[src/rtl/ppm_frame_ctrl_if.sv]
// Payload byte stream from ppm_frame_ctrl to its consumer.
//   out_valid : payload byte available
//   out_data  : payload byte
//   out_last  : out_data is the final payload byte of the frame
//   out_ready : consumer accepts the byte when out_valid && out_ready
// master = frame controller (producer), slave = consumer.
interface ppm_frame_ctrl_if;
    logic       out_valid;
    logic [7:0] out_data;
    logic       out_last;
    logic       out_ready;

    modport master (
        output out_valid,
        output out_data,
        output out_last,
        input  out_ready
    );

    modport slave (
        input  out_valid,
        input  out_data,
        input  out_last,
        output out_ready
    );
endinterface

[src/rtl/ppm_frame_ctrl.sv]
// Frame-level sequencer for the 4-PPM receive path.
// Hunts the 2-bit symbol stream for SYNC_WORD, then reads a length byte and
// the payload from the downstream byte assembler. It gates and clears the
// assembler and hands payload bytes out over a single-entry valid/ready
// register. Aborts on symbol error, consumer overflow, symbol-gap timeout
// and zero length.
// Ports:
//   clk, rst         system clock, synchronous active-high reset
//   enable           receiver enable; low forces IDLE
//   clk16            16x symbol-rate tick; qualifies sym_valid / sym_err
//   sym_valid/data   decoded symbol
//   sym_err          invalid pulse pattern
//   asm_sym_en       symbol strobe forwarded to the byte assembler
//   asm_clr          one-cycle assembler clear
//   asm_byte_valid   assembler byte complete (pulse), asm_byte its value
//   out_if           payload stream (master side)
//   frame_start      pulse on sync match
//   frame_done       pulse the cycle after the last byte is accepted
//   frame_err        pulse on abort; err_code holds the cause until next start
//   busy             high in LEN, DATA, DRAIN
module ppm_frame_ctrl #(
    parameter logic [7:0] SYNC_WORD = 8'hA5,
    parameter int unsigned GAP_TICKS = 64
) (
    input  logic                   clk,
    input  logic                   rst,
    input  logic                   enable,
    input  logic                   clk16,
    input  logic                   sym_valid,
    input  logic [1:0]             sym_data,
    input  logic                   sym_err,
    output logic                   asm_sym_en,
    output logic                   asm_clr,
    input  logic                   asm_byte_valid,
    input  logic [7:0]             asm_byte,
    ppm_frame_ctrl_if.master       out_if,
    output logic                   frame_start,
    output logic                   frame_done,
    output logic                   frame_err,
    output logic [1:0]             err_code,
    output logic                   busy
);

    localparam int unsigned GW = $clog2(GAP_TICKS + 1);

    localparam logic [1:0] ERR_ZERO = 2'b00;
    localparam logic [1:0] ERR_SYM  = 2'b01;
    localparam logic [1:0] ERR_OVF  = 2'b10;
    localparam logic [1:0] ERR_TO   = 2'b11;

    typedef enum logic [2:0] {
        IDLE  = 3'd0,
        SYNC  = 3'd1,
        LEN   = 3'd2,
        DATA  = 3'd3,
        DRAIN = 3'd4
    } state_t;

    state_t          state, state_nxt;
    logic [7:0]      window, window_nxt;
    logic [7:0]      remaining, rem_nxt;
    logic [GW-1:0]   gap_cnt, gap_nxt, gap_inc;
    logic            out_valid_q, out_last_q;
    logic [7:0]      out_data_q;

    logic            sym_stb, err_stb, accept;
    logic            abort, load, start, done, clr_pulse;
    logic [1:0]      abort_code;
    logic            e_sym, e_ovf, e_to, e_zero;
    logic [7:0]      window_shift;

    assign sym_stb      = clk16 & sym_valid;
    assign err_stb      = clk16 & sym_err;
    assign accept       = out_valid_q & out_if.out_ready;
    assign gap_inc      = gap_cnt + 1'b1;
    assign window_shift = {window[5:0], sym_data};

    assign out_if.out_valid = out_valid_q;
    assign out_if.out_data  = out_data_q;
    assign out_if.out_last  = out_last_q;

    // Erroneous symbols never reach the assembler.
    assign asm_sym_en = sym_stb & ~err_stb & ((state == LEN) | (state == DATA));
    assign busy       = (state == LEN) | (state == DATA) | (state == DRAIN);

    always_comb begin
        state_nxt  = state;
        window_nxt = window;
        rem_nxt    = remaining;
        gap_nxt    = gap_cnt;
        abort      = 1'b0;
        abort_code = ERR_ZERO;
        load       = 1'b0;
        start      = 1'b0;
        done       = 1'b0;
        clr_pulse  = 1'b0;
        e_sym      = 1'b0;
        e_ovf      = 1'b0;
        e_to       = 1'b0;
        e_zero     = 1'b0;

        if (!enable) begin
            state_nxt = IDLE;
            clr_pulse = (state != IDLE);
        end else begin
            case (state)
                IDLE: begin
                    state_nxt  = SYNC;
                    clr_pulse  = 1'b1;
                    window_nxt = '0;
                end
                SYNC: begin
                    if (sym_stb) begin
                        window_nxt = window_shift;
                        if (window_shift == SYNC_WORD) begin
                            start     = 1'b1;
                            clr_pulse = 1'b1;
                            gap_nxt   = '0;
                            state_nxt = LEN;
                        end
                    end
                end
                LEN, DATA: begin
                    if (sym_stb)
                        gap_nxt = '0;
                    else if (clk16)
                        gap_nxt = gap_inc;

                    e_sym  = err_stb;
                    e_ovf  = (state == DATA) & asm_byte_valid & out_valid_q & ~out_if.out_ready;
                    e_to   = clk16 & ~sym_stb & (gap_inc == GW'(GAP_TICKS));
                    e_zero = (state == LEN) & asm_byte_valid & (asm_byte == 8'd0);

                    abort = e_sym | e_ovf | e_to | e_zero;
                    if (e_sym)
                        abort_code = ERR_SYM;
                    else if (e_ovf)
                        abort_code = ERR_OVF;
                    else if (e_to)
                        abort_code = ERR_TO;
                    else
                        abort_code = ERR_ZERO;

                    if (abort) begin
                        state_nxt  = SYNC;
                        window_nxt = '0;
                        clr_pulse  = 1'b1;
                    end else if (asm_byte_valid) begin
                        if (state == LEN) begin
                            rem_nxt   = asm_byte;
                            state_nxt = DATA;
                        end else begin
                            load    = 1'b1;
                            rem_nxt = remaining - 8'd1;
                            if (remaining == 8'd1)
                                state_nxt = DRAIN;
                        end
                    end
                end
                DRAIN: begin
                    if (accept) begin
                        done       = 1'b1;
                        state_nxt  = SYNC;
                        window_nxt = '0;
                    end
                end
                default: state_nxt = IDLE;
            endcase
        end
    end

    always_ff @(posedge clk) begin
        if (rst) begin
            state       <= IDLE;
            window      <= '0;
            remaining   <= '0;
            gap_cnt     <= '0;
            out_valid_q <= 1'b0;
            out_last_q  <= 1'b0;
            out_data_q  <= '0;
            frame_start <= 1'b0;
            frame_done  <= 1'b0;
            frame_err   <= 1'b0;
            err_code    <= '0;
            asm_clr     <= 1'b0;
        end else begin
            state       <= state_nxt;
            window      <= window_nxt;
            remaining   <= rem_nxt;
            gap_cnt     <= gap_nxt;
            frame_start <= start;
            frame_done  <= done;
            frame_err   <= abort;
            asm_clr     <= clr_pulse;

            if (start)
                err_code <= '0;
            else if (abort)
                err_code <= abort_code;

            // A new byte loaded in the same cycle as an accept replaces the old one.
            if (!enable || abort) begin
                out_valid_q <= 1'b0;
                out_last_q  <= 1'b0;
            end else if (load) begin
                out_valid_q <= 1'b1;
                out_data_q  <= asm_byte;
                out_last_q  <= (remaining == 8'd1);
            end else if (accept) begin
                out_valid_q <= 1'b0;
                out_last_q  <= 1'b0;
            end
        end
    end

endmodule
[src/flat_wrapper.sv]
// flat-port wrapper written by rule: the top's interface ports become plain ports
module ppm_frame_ctrl_flat 
#(
    parameter logic [7:0] SYNC_WORD = 8'hA5,
    parameter int unsigned GAP_TICKS = 64
)
  (clk, rst, enable, clk16, sym_valid, sym_data, sym_err, asm_sym_en, asm_clr, asm_byte_valid, asm_byte, frame_start, frame_done, frame_err, err_code, busy, out_if_out_valid, out_if_out_data, out_if_out_last, out_if_out_ready);
  ppm_frame_ctrl_if out_if_i ();
  input  logic clk;
  input  logic rst;
  input  logic enable;
  input  logic clk16;
  input  logic sym_valid;
  input  logic [1:0] sym_data;
  input  logic sym_err;
  output logic asm_sym_en;
  output logic asm_clr;
  input  logic asm_byte_valid;
  input  logic [7:0] asm_byte;
  output logic frame_start;
  output logic frame_done;
  output logic frame_err;
  output logic [1:0] err_code;
  output logic busy;
  output wire logic [$bits(out_if_i.out_valid)-1:0] out_if_out_valid;
  output wire logic [$bits(out_if_i.out_data)-1:0] out_if_out_data;
  output wire logic [$bits(out_if_i.out_last)-1:0] out_if_out_last;
  input wire logic [$bits(out_if_i.out_ready)-1:0] out_if_out_ready;
  assign out_if_out_valid = out_if_i.out_valid;
  assign out_if_out_data = out_if_i.out_data;
  assign out_if_out_last = out_if_i.out_last;
  assign out_if_i.out_ready = out_if_out_ready;
  ppm_frame_ctrl #(.SYNC_WORD(SYNC_WORD), .GAP_TICKS(GAP_TICKS)) u_core (.clk(clk), .rst(rst), .enable(enable), .clk16(clk16), .sym_valid(sym_valid), .sym_data(sym_data), .sym_err(sym_err), .asm_sym_en(asm_sym_en), .asm_clr(asm_clr), .asm_byte_valid(asm_byte_valid), .asm_byte(asm_byte), .out_if(out_if_i), .frame_start(frame_start), .frame_done(frame_done), .frame_err(frame_err), .err_code(err_code), .busy(busy));
endmodule
[config.mk]
export PLATFORM = sky130hd
export DESIGN_NAME = ppm_frame_ctrl_flat
export DESIGN_NICKNAME = d
export VERILOG_FILES = /design/src/rtl/ppm_frame_ctrl_if.sv /design/src/rtl/ppm_frame_ctrl.sv /design/src/flat_wrapper.sv
export SDC_FILE = /design/constraint.sdc
export NUM_CORES = 1
export LEC_CHECK = 0
export CORE_ASPECT_RATIO = 0.75
export CORE_MARGIN = 4
export CORE_UTILIZATION = 31
export CTS_CLUSTER_SIZE = 40
export DETAILED_ROUTE_END_ITERATION = 8
export SLEW_MARGIN = 20
export SYNTH_ARGS = -nofsm -noshare
export SYNTH_HDL_FRONTEND = slang
export SYNTH_SLANG_ARGS = --single-unit
[constraint.sdc]
create_clock -name clk -period 4.6 [get_ports clk]
set_input_delay 0.46 -clock clk [delete_from_list [all_inputs] [get_ports clk]]
set_output_delay 0.46 -clock clk [all_outputs]
set_load 0.05 [all_outputs]
**After elaboration in Yosys (flattened, before gate mapping)**

Cells that the tools add are included.

- Bitwise gates (word level): 24
- Muxes and demuxes: 41
- Eq/ne operators: 14
- Add/sub/neg operators: 2
- Reductions and logical operators: 18

Operators with widths:

| cell | count |
|---|---|
| 7-bit two-way mux | 4 |
| 6-bit one-hot mux with 4 select lines | 1 |
| 3-bit two-way mux | 7 |
| 6-bit two-way mux | 3 |
| 1-bit two-way mux | 17 |
| 5-bit AND reduction | 3 |
| 7-bit one-hot mux with 2 select lines | 1 |
| 1-bit bitwise AND | 12 |
| 3-bit one-hot mux with 4 select lines | 1 |
| 2-bit two-way mux | 5 |
| 8-bit by 1-bit == test with 1-bit output (second input constant) | 1 |
| 8-bit == test (second input constant) | 1 |
| 8-bit zero test | 1 |
| 8-bit two-way mux | 1 |
| 2-bit by 1-bit inequality test with 1-bit output (second input constant) | 4 |
| 2-bit OR reduction | 4 |
| 8-bit by 1-bit subtractor with 8-bit output (second input constant) | 1 |
| 7-bit by 1-bit adder with 7-bit output (second input constant) | 1 |
| 7-bit == test (second input constant) | 1 |
| 1-bit inverter | 7 |
| 3-bit by 2-bit == test with 1-bit output (second input constant) | 2 |
| 3-bit by 2-bit inequality test with 1-bit output (second input constant) | 2 |
| 1-bit bitwise OR | 5 |
| 4-bit by 1-bit inequality test with 1-bit output (second input constant) | 1 |
| other kinds (12) | 13 |

- Input bits: 18
- Logic and storage cells: 111
- Bits in registers: 40
- Output and inout port bits: 18

**Logic depth before layout (Yosys ltp)**

Gate-level depths: netlist (run 1).

- Word-level depth: 12
- Depth in mapped cells: 8
- Depth with buffers taken out: 7

**Least setup slack after synthesis (run 1)**

OpenSTA, ideal clock, no wires.

- Kind: reg-to-output
- From: register u_core.state[1]
- To: output port asm_sym_en
- Path slack: 2.418 ns
- Arrival: 1.722 ns
- Stages on the path, launching flop included: 5
- Buffers on the path: 2
- Data required time: 4.140 ns
- Path through: dfxtp_1 -> buf_4 -> nand2b_1 -> buf_2 -> nor3_1

- Word-level cells in the longest chain between the ends: 3
- Elaborated cells on any way between the ends: 4
- Classes of those cells: 2 x eq/ne; 2 x bitwise

Ends and longest elaborated chain:

| item | RTL line | text |
|---|---|---|
| start, declared | ppm_frame_ctrl.sv:59 | `state_t state, state_nxt;` |
| start signal, assigned | ppm_frame_ctrl.sv:187 | `state <= state_nxt;` |
| 3-bit by 2-bit == test with 1-bit output | ppm_frame_ctrl.sv:83 | `assign asm_sym_en = sym_stb & ~err_stb & ((state == LEN) \| (state == DATA));` |
| 1-bit bitwise OR * | ppm_frame_ctrl.sv:83 |  |
| 1-bit bitwise AND * | ppm_frame_ctrl.sv:83 |  |
| end, declared | flat_wrapper.sv:16 | `output logic asm_sym_en;` |

Mark *: on every way between the ends. The rest lies on a longest branch, timed or not.

**Worst setup path in the final report (run 1)**

- From: register u_core.state[2]
- To: output port asm_sym_en

Same word-level chain as after synthesis.

==> results of run 1 <==
per-stage QoR:
step | setup WS (ns) | hold slack, ns | total power, mW | utilization (%)
after CTS | 1.87 | 0.476 | 0.697 | 39.5
after global placement | 1.93 | 0.451 | 0.408 | 38.0
after detailed placement | 1.87 | 0.452 | 0.408 | 38.0
final | 1.88 | 0.480 | 0.688 | 39.5
after global routing | 1.74 | 0.490 | 0.714 | 39.5
after floorplan | 2.42 | 0.434 | 0.381 | -
layer usage:
| layer | GRT usage, % | vias up | part of all wire, % |
|---|---|---|---|
| met5 | 0 | - | 0 |
| met4 | 4.92 | 0 | 0.88 |
| met3 | 3.18 | 6 | 4.6 |
| met2 | 20.6 | 48 | 42 |
| met1 | 20.8 | 983 | 52 |
| li1 | - | 1074 | - |
where the power goes:
group / switching, mW / leakage [nW] / internal [mW]
Sequential: 0.00226 / 0.323 / 0.347
Combinational: 0.0296 / 0.579 / 0.0210
Clock: 0.127 / 0.0552 / 0.161
Total: 0.159 / 0.957 / 0.530
final cells by class:
| type | instances | area [µm²] | area share [%] |
|---|---|---|---|
| multi-input cells | 214 | 1320 | 48.3 |
| flip-flops and latches | 40 | 801 | 29.4 |
| repair buffers | 36 | 358 | 13.1 |
| well taps | 98 | 123 | 4.50 |
| clock buffers | 6 | 72.6 | 2.66 |
| clock inverters | 2 | 35.0 | 1.29 |
| inverters | 5 | 18.8 | 0.689 |
synth_stat cells (all sizes together) (3+ instances only):
cell / n
dfxtp: 40
a21oi: 34
nor2: 31
nand2: 25
o21ai: 23
nand3: 16
nor3: 10
o31ai: 9
a22o: 8
buf: 8
o311ai: 8
clkbuf: 6
inv: 5
and3: 4
ha: 4
nand3b: 4
nor2b: 3
registers in the layout (all words and copies together) (netlist names):
name / flops
u_core.out_if.out_data: 8
u_core.remaining: 8
u_core.gap_cnt: 7
u_core.window: 6
u_core.state: 3
u_core.err_code: 2
u_core.asm_clr: 1
u_core.frame_done: 1
u_core.frame_err: 1
u_core.frame_start: 1
u_core.out_if.out_last: 1
u_core.out_if.out_valid: 1
how the worst max path moves through the flow:
stage,start,end,cells after the start
floorplan,u_core.state[1],asm_sym_en,4
global placement,clk16,asm_sym_en,4
detailed placement,clk16,asm_sym_en,4
CTS,clk16,asm_sym_en,4
global route,u_core.state[2],asm_sym_en,3
finish,u_core.state[2],asm_sym_en,3
cells by family (layout without fill, tap and decap cells):
kind of cell,Yosys count,count (layout),synth area share (%)
and+or+nand+nor,114,114,28.0
AOI/OAI and AO/OA,92,92,27.5
muxes,1,1,0.451
DFF,40,40,36.1
xor gates and xnor gates,3,3,1.18
buffers and inverters,19,49,4.57
adders and majority gates,4,4,2.25
worst register-to-register path: cells and delay by family (launching register included):
kind / cells / cell delay, ns
AOI/OAI and AO/OA: 4 / 0.85
and+or+nand+nor: 2 / 1.08
DFF: 1 / 0.54
placed cells by master, fill, tap and decap left out, drive strengths merged, types with 2 or more instances in the layout:
master | netlist | final
nor4b | 2 | 2
o21ai | 23 | 23
nor2b | 3 | 3
clkbuf | 6 | 6
nand2 | 25 | 25
nand2b | 2 | 2
nor3b | 2 | 2
o311ai | 8 | 8
and3 | 4 | 4
nand4b | 2 | 2
nor2 | 31 | 31
and4bb | 2 | 2
nor3 | 10 | 10
nand4 | 2 | 2
xor2 | 2 | 2
inv | 5 | 5
o31ai | 9 | 9
a31oi | 2 | 2
a22o | 8 | 8
nand3b | 4 | 4
nand3 | 16 | 16
and2 | 2 | 2
or3 | 2 | 2
dfxtp | 40 | 40
clkdlybuf4s50 | 0 | 35
nor4 | 2 | 2
and4 | 2 | 2
ha | 4 | 4
a21oi | 34 | 34
==> results.ini, run 1 <==
[pwr]
p_per_area_nw_per_um2=253
p_leak_nw=0.957
ir_drop_v=0.000122

[synthesis]
synth_area_um2=2220
yosysTopAreaCell=dfxtp_1
synth_area_per_cell_um2=8.13
synth_ff_type=dfxtp_1
synth_nets=295
syn_inst=273
yosysWarnings=0
ys_seq_elements=40
synth-edff-count=0
synthArstFlopShare_pct=0
yosys.cell_types.count=54
synth_top_area_share_pct=36.1
yosysSeqAreaShare_pct=36.1
synth_area_leaders=dfxtp_1, a21oi_1, nor2_1

[timing]
min_period_over_period_pct=59.0
clock_skew_ns=0.0119
rsz0062_at_grt=no
worst_pin_slew_ns=0.860
relSlewSlack_pct=42.7
min_period_ns=2.72
finalHoldViolations=0
setup_tns_ns=0
slew_viol_final=0
setup_viol=0
fmax_mhz=368

[routing]
num_vias=2111
wirelength_mm=6.01
drtAntennaViolNets=0
first_pass_iters=4
drtIter0Drc=128
wire_per_inst_um=15.0
remaining_drc_errors=0
viasPerCell=5.26

[floorplanning]
core-area_um2=6900
die_h_um=81.3
dieArea_um2=8590
die_w_um=106
core.rowCount=26
start_util_pct=32.2
io-pin-count=36

[clock_tree]
holdBufCountCts=0
cts_tree=built
cts_root_buffer=clkbuf_8
cts_buffers=5
htreeDepth=2
clk_pin_slew_ns=0.09
ctsResizeCount=0
clkLatencyLatePin_ns=0.30
cts_num_sinks=40
postCtsSetupRepairBufs=0
clockBufferDepth=2

[hold_path]
min_from=u_core.window[5]
min_path_type=reg -> reg
holdPathEnd=u_core.window[5]
hold_depth=1

[worst_setup_path]
crit_arrival_ns=2.26
reg2reg_depth=6
rr_endpoint=u_core.window[0]
slowest_delay_ns=0.83
endpoint_kind=output pin
cp.required_ns=4.14
cp_max_fo=12
rrSetupSlack_ns=2.03
path_class=reg -> out
worst-path-buf-inv=1
crit_family=buffers and inverters
startpoint_type=flop
reg2reg_from=u_core.state[1]
cpMaxStageDelayCell=clkdlybuf4s50_1
cp_cell_sequence=nand2b_1 -> nor3_1 -> clkdlybuf4s50_1

[status]
status=complete, no violations

[job]
cap_violations=0

[placed_design]
hpwl_mm=4.26
dp.cells=393
postPlaceCellArea_um2=2620
port_buffers=35
gp_congestion=0.822

[layout]
n_fill_cell=738
insertedDiodeCount=0
area_growth_syn_to_layout_pct=22.8
drive_gt1_share_pct=6.93
instances_no_fill=401
nets=324
final_cell_area_um2=2730

[global_route]
antenna_found_initial=0
grt_start_max_net_pins=30
grt_usage_pct=14.3
grt_pass1_wl_mm=9.95
grt_pass1_vias=1984
grt.overflow.total=0

Note: power is estimated with default switching activity, not from simulation.
==> run 2, diff against run 1 <==
==> constraint.sdc (replaced) <==
create_clock -name clk -period 2.3 [get_ports clk]
set_input_delay 0.23 -clock clk [delete_from_list [all_inputs] [get_ports clk]]
set_output_delay 0.23 -clock clk [all_outputs]
set_load 0.05 [all_outputs]
==> run 2 against run 1 <==
Against the previous run:
- first-iteration DRC count up 1.6%
- sequential power up 100%
- highest routed layer unchanged
- register-to-register slack worse by 1.8 ns
==> results.ini, run 2 (synthesis gave the netlist of run 1 again) <==
[worst_setup_path]
crit_family=compound AO/OA/AOI/OAI gates
worst-path-buf-inv=0  ; -1
slowest_delay_ns=0.41  ; -0.42 ns
cp.required_ns=2.50  ; -1.64 ns
cp_max_fo=18  ; +6
endpoint_kind=flop
cp_cell_sequence=ha_1 -> and3_1 -> nand3_1 -> a21oi_2 -> a21o_2 -> o311ai_0 -> o31ai_1
cpMaxStageDelayCell=dfxtp_1
crit_arrival_ns=2.23  ; -0.03 ns
path_class=reg -> reg
startpoint_type=flop

[clock_tree]
cts_root_buffer=clkbuf_8
holdBufCountCts=0  ; unchanged
postCtsSetupRepairBufs=0  ; unchanged
cts_buffers=5  ; unchanged
htreeDepth=2  ; unchanged
clk_pin_slew_ns=0.08  ; about the same
clkLatencyLatePin_ns=0.28  ; -0.02 ns
clockBufferDepth=2  ; unchanged
ctsResizeCount=0  ; unchanged
cts_tree=built
cts_num_sinks=40  ; unchanged

[global_route]
grtUsageMet1_pct=21.5  ; +0.77 points
met2_usage_pct=21.5  ; +0.89 points
antenna_found_initial=0  ; unchanged
grt_pass1_vias=2002  ; +0.91%
grt_usage_pct=14.4  ; +0.10 points
grt_start_max_net_pins=25  ; -17%
busiest_layer=met1
grt_util_met3_pct=2.86  ; -0.32 points
grt_pass1_wl_mm=10.1  ; +1.5%
grt.overflow.total=0  ; unchanged

[pwr]
p_per_area_nw_per_um2=471  ; +86%
ir_drop_v=0.000245  ; +100%
p_leak_nw=1.02  ; +6.6%

[layout]
insertedDiodeCount=0  ; unchanged
n_fill_cell=723  ; -2.0%
area_growth_syn_to_layout_pct=25.9
mostFrequentLayoutCells=dfxtp_1, clkdlybuf4s50_1, a21oi_1
instances_no_fill=409  ; +2.0%
multi_input_area_um2=1320  ; unchanged
regArea_um2=802  ; +0.16%
nets=333  ; +2.8%
final_common_cell=dfxtp_1
drive_gt1_share_pct=10.3  ; +3.4 points

[placed_design]
dp.cells=402  ; +2.3%
port_buffers=35  ; unchanged
gp_congestion=0.818  ; -0.54%
hpwl_mm=4.42  ; +3.7%

[timing]
worst_pin_slew_ns=0.678  ; -0.182 ns
min_period_over_period_pct=88.3
setup_viol=0  ; unchanged
min_period_ns=2.03
fmax_mhz=493
slew_viol_final=0  ; unchanged
clock_skew_ns=0.00327  ; -0.00863 ns
relSlewSlack_pct=54.5  ; +12 points
finalHoldViolations=0  ; unchanged
setup_tns_ns=0  ; unchanged
rsz0062_at_grt=no

[hold_path]
min_path_type=reg -> reg

[routing]
drtIter0Drc=130  ; +1.6%
wirelength_mm=5.97  ; -0.60%
drtAntennaViolNets=0  ; unchanged
viasPerCell=5.18  ; -1.6%
num_vias=2119  ; +0.38%
first_pass_iters=5  ; +1
wire_per_inst_um=14.6  ; -2.5%
remaining_drc_errors=0  ; unchanged

[status]
status=complete, no violations

[job]
cap_violations=0  ; unchanged

[floorplanning]
core.rowCount=26  ; unchanged
io-pin-count=36  ; unchanged
die_w_um=106  ; unchanged
dieArea_um2=8590  ; unchanged
core-area_um2=6900  ; unchanged
start_util_pct=32.2  ; unchanged
die_h_um=81.3  ; unchanged

run 2: path summary, 6_finish.rpt:
kind                          start             endpoint  slack, ns  cells past startpoint
hold reg to reg    u_core.window[5]     u_core.window[5]       0.48                      1
setup / recovery  u_core.gap_cnt[0]  u_core.remaining[7]       0.27                      7
setup reg to reg  u_core.gap_cnt[0]  u_core.remaining[7]       0.27                      7
hold / removal     u_core.window[5]     u_core.window[5]       0.48                      1
run 2: final cells by class:
cell class                      count  area share (%)
Timing Repair Buffer               45            15.7
Tap cell                           98            4.39
Multi-Input combinational cell    214            47.1
Sequential cell                    40            28.7
Inverter                            5           0.671
Clock buffer                        7            3.45
run 2: worst register-to-register path, cell delays in order (launching register included):
cell	delay, ns
dfxtp_1	0.41
ha_1	0.27
and3_1	0.23
nand3_1	0.10
a21oi_2	0.24
a21o_2	0.39
o311ai_0	0.20
o31ai_1	0.10
run 2: layer usage:
metal  share of wire (%)  up-vias
met3                 5.4        2
met2                  42       53
li1                    -     1093
met1                  52      971
met4                0.32        0
met5                   0        -
run 2: power breakdown:
part / switching (mW) / internal, mW / leakage, nW
Combinational: 0.0610 / 0.0484 / 0.646
Clock: 0.239 / 0.267 / 0.0503
Sequential: 0.00494 / 0.695 / 0.323
run 2: metrics by stage:
stage | hold slack [ns] | power [mW] | cell area (µm²) | utilization, % | setup WS [ns]
detailed placement | 0.454 | 0.825 | 2700 | 39.1 | 0.103
global route | 0.484 | 1.36 | 2800 | 40.5 | 0.0581
CTS | 0.476 | 1.33 | 2790 | 40.5 | 0.0103
global placement | 0.456 | 0.825 | 2700 | 39.1 | 0.148
floorplan | 0.363 | 0.761 | 2220 | - | 0.348
finish | 0.483 | 1.32 | 2800 | 40.5 | 0.270
==> run 3, diff against run 2 <==
--- a/config.mk
+++ b/config.mk
@@ -5,11 +5,14 @@
 export SDC_FILE = /design/constraint.sdc
 export NUM_CORES = 1
 export LEC_CHECK = 0
+export CELL_PAD_IN_SITES_DETAIL_PLACEMENT = 1
+export CELL_PAD_IN_SITES_GLOBAL_PLACEMENT = 2
 export CORE_ASPECT_RATIO = 0.75
 export CORE_MARGIN = 4
-export CORE_UTILIZATION = 31
+export CORE_UTILIZATION = 28
 export CTS_CLUSTER_SIZE = 40
 export DETAILED_ROUTE_END_ITERATION = 8
+export PLACE_DENSITY_LB_ADDON = 0.1
 export SLEW_MARGIN = 20
 export SYNTH_ARGS = -nofsm -noshare
 export SYNTH_HDL_FRONTEND = slang
==> run 3 against run 2 <==
Against the previous run:
- setup slack got worse by 0.11 ns
- clock-buffer cell count increased by 1
- hold slack got worse by 0.00065 ns
- fmax decreased by 4.9%
- utilization decreased by 2.5 points
- first-iteration DRC count decreased by 16%
- wire length increased by 18%
- sequential power about the same
- global-route usage increased by 0.57 points
- clock power decreased by 3%
- highest routed layer unchanged
==> results.ini, run 3 (synthesis gave the netlist of run 1 again) <==
[worst_setup_path]
path_class=reg -> out
slowest_delay_ns=0.80  ; +0.39 ns
crit_family=buffers and inverters
crit_arrival_ns=1.91  ; -0.32 ns
worst-path-buf-inv=1  ; +1
cp_cell_sequence=nor2_1 -> nand2_1 -> nand2_1 -> clkdlybuf4s50_1
cp_max_fo=9  ; -9
cp.required_ns=2.07  ; -0.43 ns
cpMaxStageDelayCell=clkdlybuf4s50_1
startpoint_type=flop
crit_top_cell=nand2_1
endpoint_kind=output pin

[clock_tree]
cts_root_buffer=clkbuf_8
clockBufferDepth=2  ; unchanged
cts_buffers=5  ; unchanged
holdBufCountCts=0  ; unchanged
cts_tree=built
htreeDepth=2  ; unchanged
cts_num_sinks=40  ; unchanged
clkLatencyLatePin_ns=0.29  ; about the same
clk_pin_slew_ns=0.08  ; about the same

[layout]
nets=343  ; +3.0%
area_growth_syn_to_layout_pct=29.1
final_common_cell=dfxtp_1
insertedDiodeCount=0  ; unchanged
fin_util_pct=38.0  ; -2.5 points
mostFrequentLayoutCells=dfxtp_1, clkdlybuf4s50_1, a21oi_1
final_cell_area_um2=2870  ; +2.5%
drive_gt1_share_pct=12.7  ; +2.4 points

[floorplanning]
dieArea_um2=9430  ; +9.8%
core-area_um2=7530  ; +9.2%
core.rowCount=27  ; +3.8%
die_h_um=85.1  ; +4.7%
start_util_pct=29.5  ; -2.7 points
io-pin-count=36  ; unchanged
die_w_um=111  ; +4.8%

[status]
status=complete, no violations

[timing]
slew_viol_final=0  ; unchanged
setup_tns_ns=0  ; unchanged
min_period_over_period_pct=92.8  ; +4.6 points
clock_skew_ns=0.00507  ; +0.00180 ns
finalHoldViolations=0  ; unchanged
fmax_mhz=468  ; -4.9%
fin_ws_ns=0.165  ; -0.105 ns
relSlewSlack_pct=53.4  ; -1.0 points
min_period_ns=2.14  ; +0.105 ns
rsz0062_at_grt=no
worst_pin_slew_ns=0.693  ; +0.0153 ns
setup_viol=0  ; unchanged

[pwr]
p_per_area_nw_per_um2=457  ; -2.9%
total_power_mw=1.31  ; -0.50%
p_leak_nw=1.05  ; +2.5%
ir_drop_v=0.000270  ; +10%

[placed_design]
hpwl_mm=5.46  ; +24%
port_buffers=35  ; unchanged
gp_congestion=0.812  ; -0.64%
postPlaceCellArea_um2=2770  ; +2.9%
post-place-ws_ns=0.0782  ; -0.0252 ns

[routing]
num_vias=2181  ; +2.9%
remaining_drc_errors=0  ; unchanged
met1_length_mm=3.90  ; +26%
drtAntennaViolNets=0  ; unchanged
wire_per_inst_um=16.6  ; +14%
highest_layer=met4
wirelength_mm=7.02  ; +18%
viasPerCell=5.16  ; -0.48%
wl_met3_um=268  ; -17%
first_pass_iters=4  ; -1
drtIter0Drc=109  ; -16%
met2_length_mm=2.81  ; +11%

[global_route]
grt_pass1_vias=2134  ; +6.6%
grt_usage_pct=14.9  ; +0.57 points
grt_start_max_net_pins=23  ; -8.0%
grt.overflow.total=0  ; unchanged
grt_pass1_wl_mm=11.4  ; +13%
antenna_found_initial=0  ; unchanged

[hold_path]
min_path_type=reg -> reg

[job]
cap_violations=0  ; unchanged

[run 3: area by class of cell]
| cell class | instances | area (µm²) |
|---|---|---|
| Tap cell | 101 | 126 |
| Clock buffer | 8 | 90.1 |
| Multi-Input combinational cell | 214 | 1320 |
| Sequential cell | 40 | 802 |
| Fill cell | 926 | 4670 |
| Inverter | 5 | 18.8 |
| Timing Repair Buffer | 55 | 510 |
[run 3: path summary, 6_finish.rpt]
kind / depth (start not counted) / endpoint / start / slack [ns]
max: 4 / busy / u_core.state[0] / 0.16
min: 2 / u_core.out_if.out_data[2] / u_core.out_if.out_data[2] / 0.48
max reg2reg: 7 / u_core.remaining[5] / u_core.gap_cnt[1] / 0.24
min reg2reg: 2 / u_core.out_if.out_data[2] / u_core.out_if.out_data[2] / 0.48
[run 3: worst min-delay path, cell delays in order (launching register included)]
cell and delay [ns]:
dfxtp_1 0.31, o21ai_1 0.06, a21oi_1 0.06
[run 3: power by group]
part	switching [mW]	leakage (nW)	internal [mW]
Clock	0.246	0.0455	0.245
Sequential	0.00424	0.323	0.695
Combinational	0.0665	0.677	0.0528
[run 3: through the flow]
stage	hold WS (ns)	instances
3_3_place_gp	0.464	415
2_1_floorplan	0.363	273
5_1_grt	0.497	423
3_5_place_dp	0.459	415
6_report	0.482	423
4_1_cts	0.482	423
[run 3: layer usage]
layer	track usage (%)	up-vias
li1	-	1107
met1	23.3	1034
met2	20.9	35
met3	2.99	5
met4	3.02	0
met5	0	-
[run 3: timing repair]
item / in CTS / in global routing
gates resized for setup: 0 / 1
setup endpoints to repair: 0 / 1
setup buffers: 0 / 0
endpoints found under the hold margin: 0 / 0
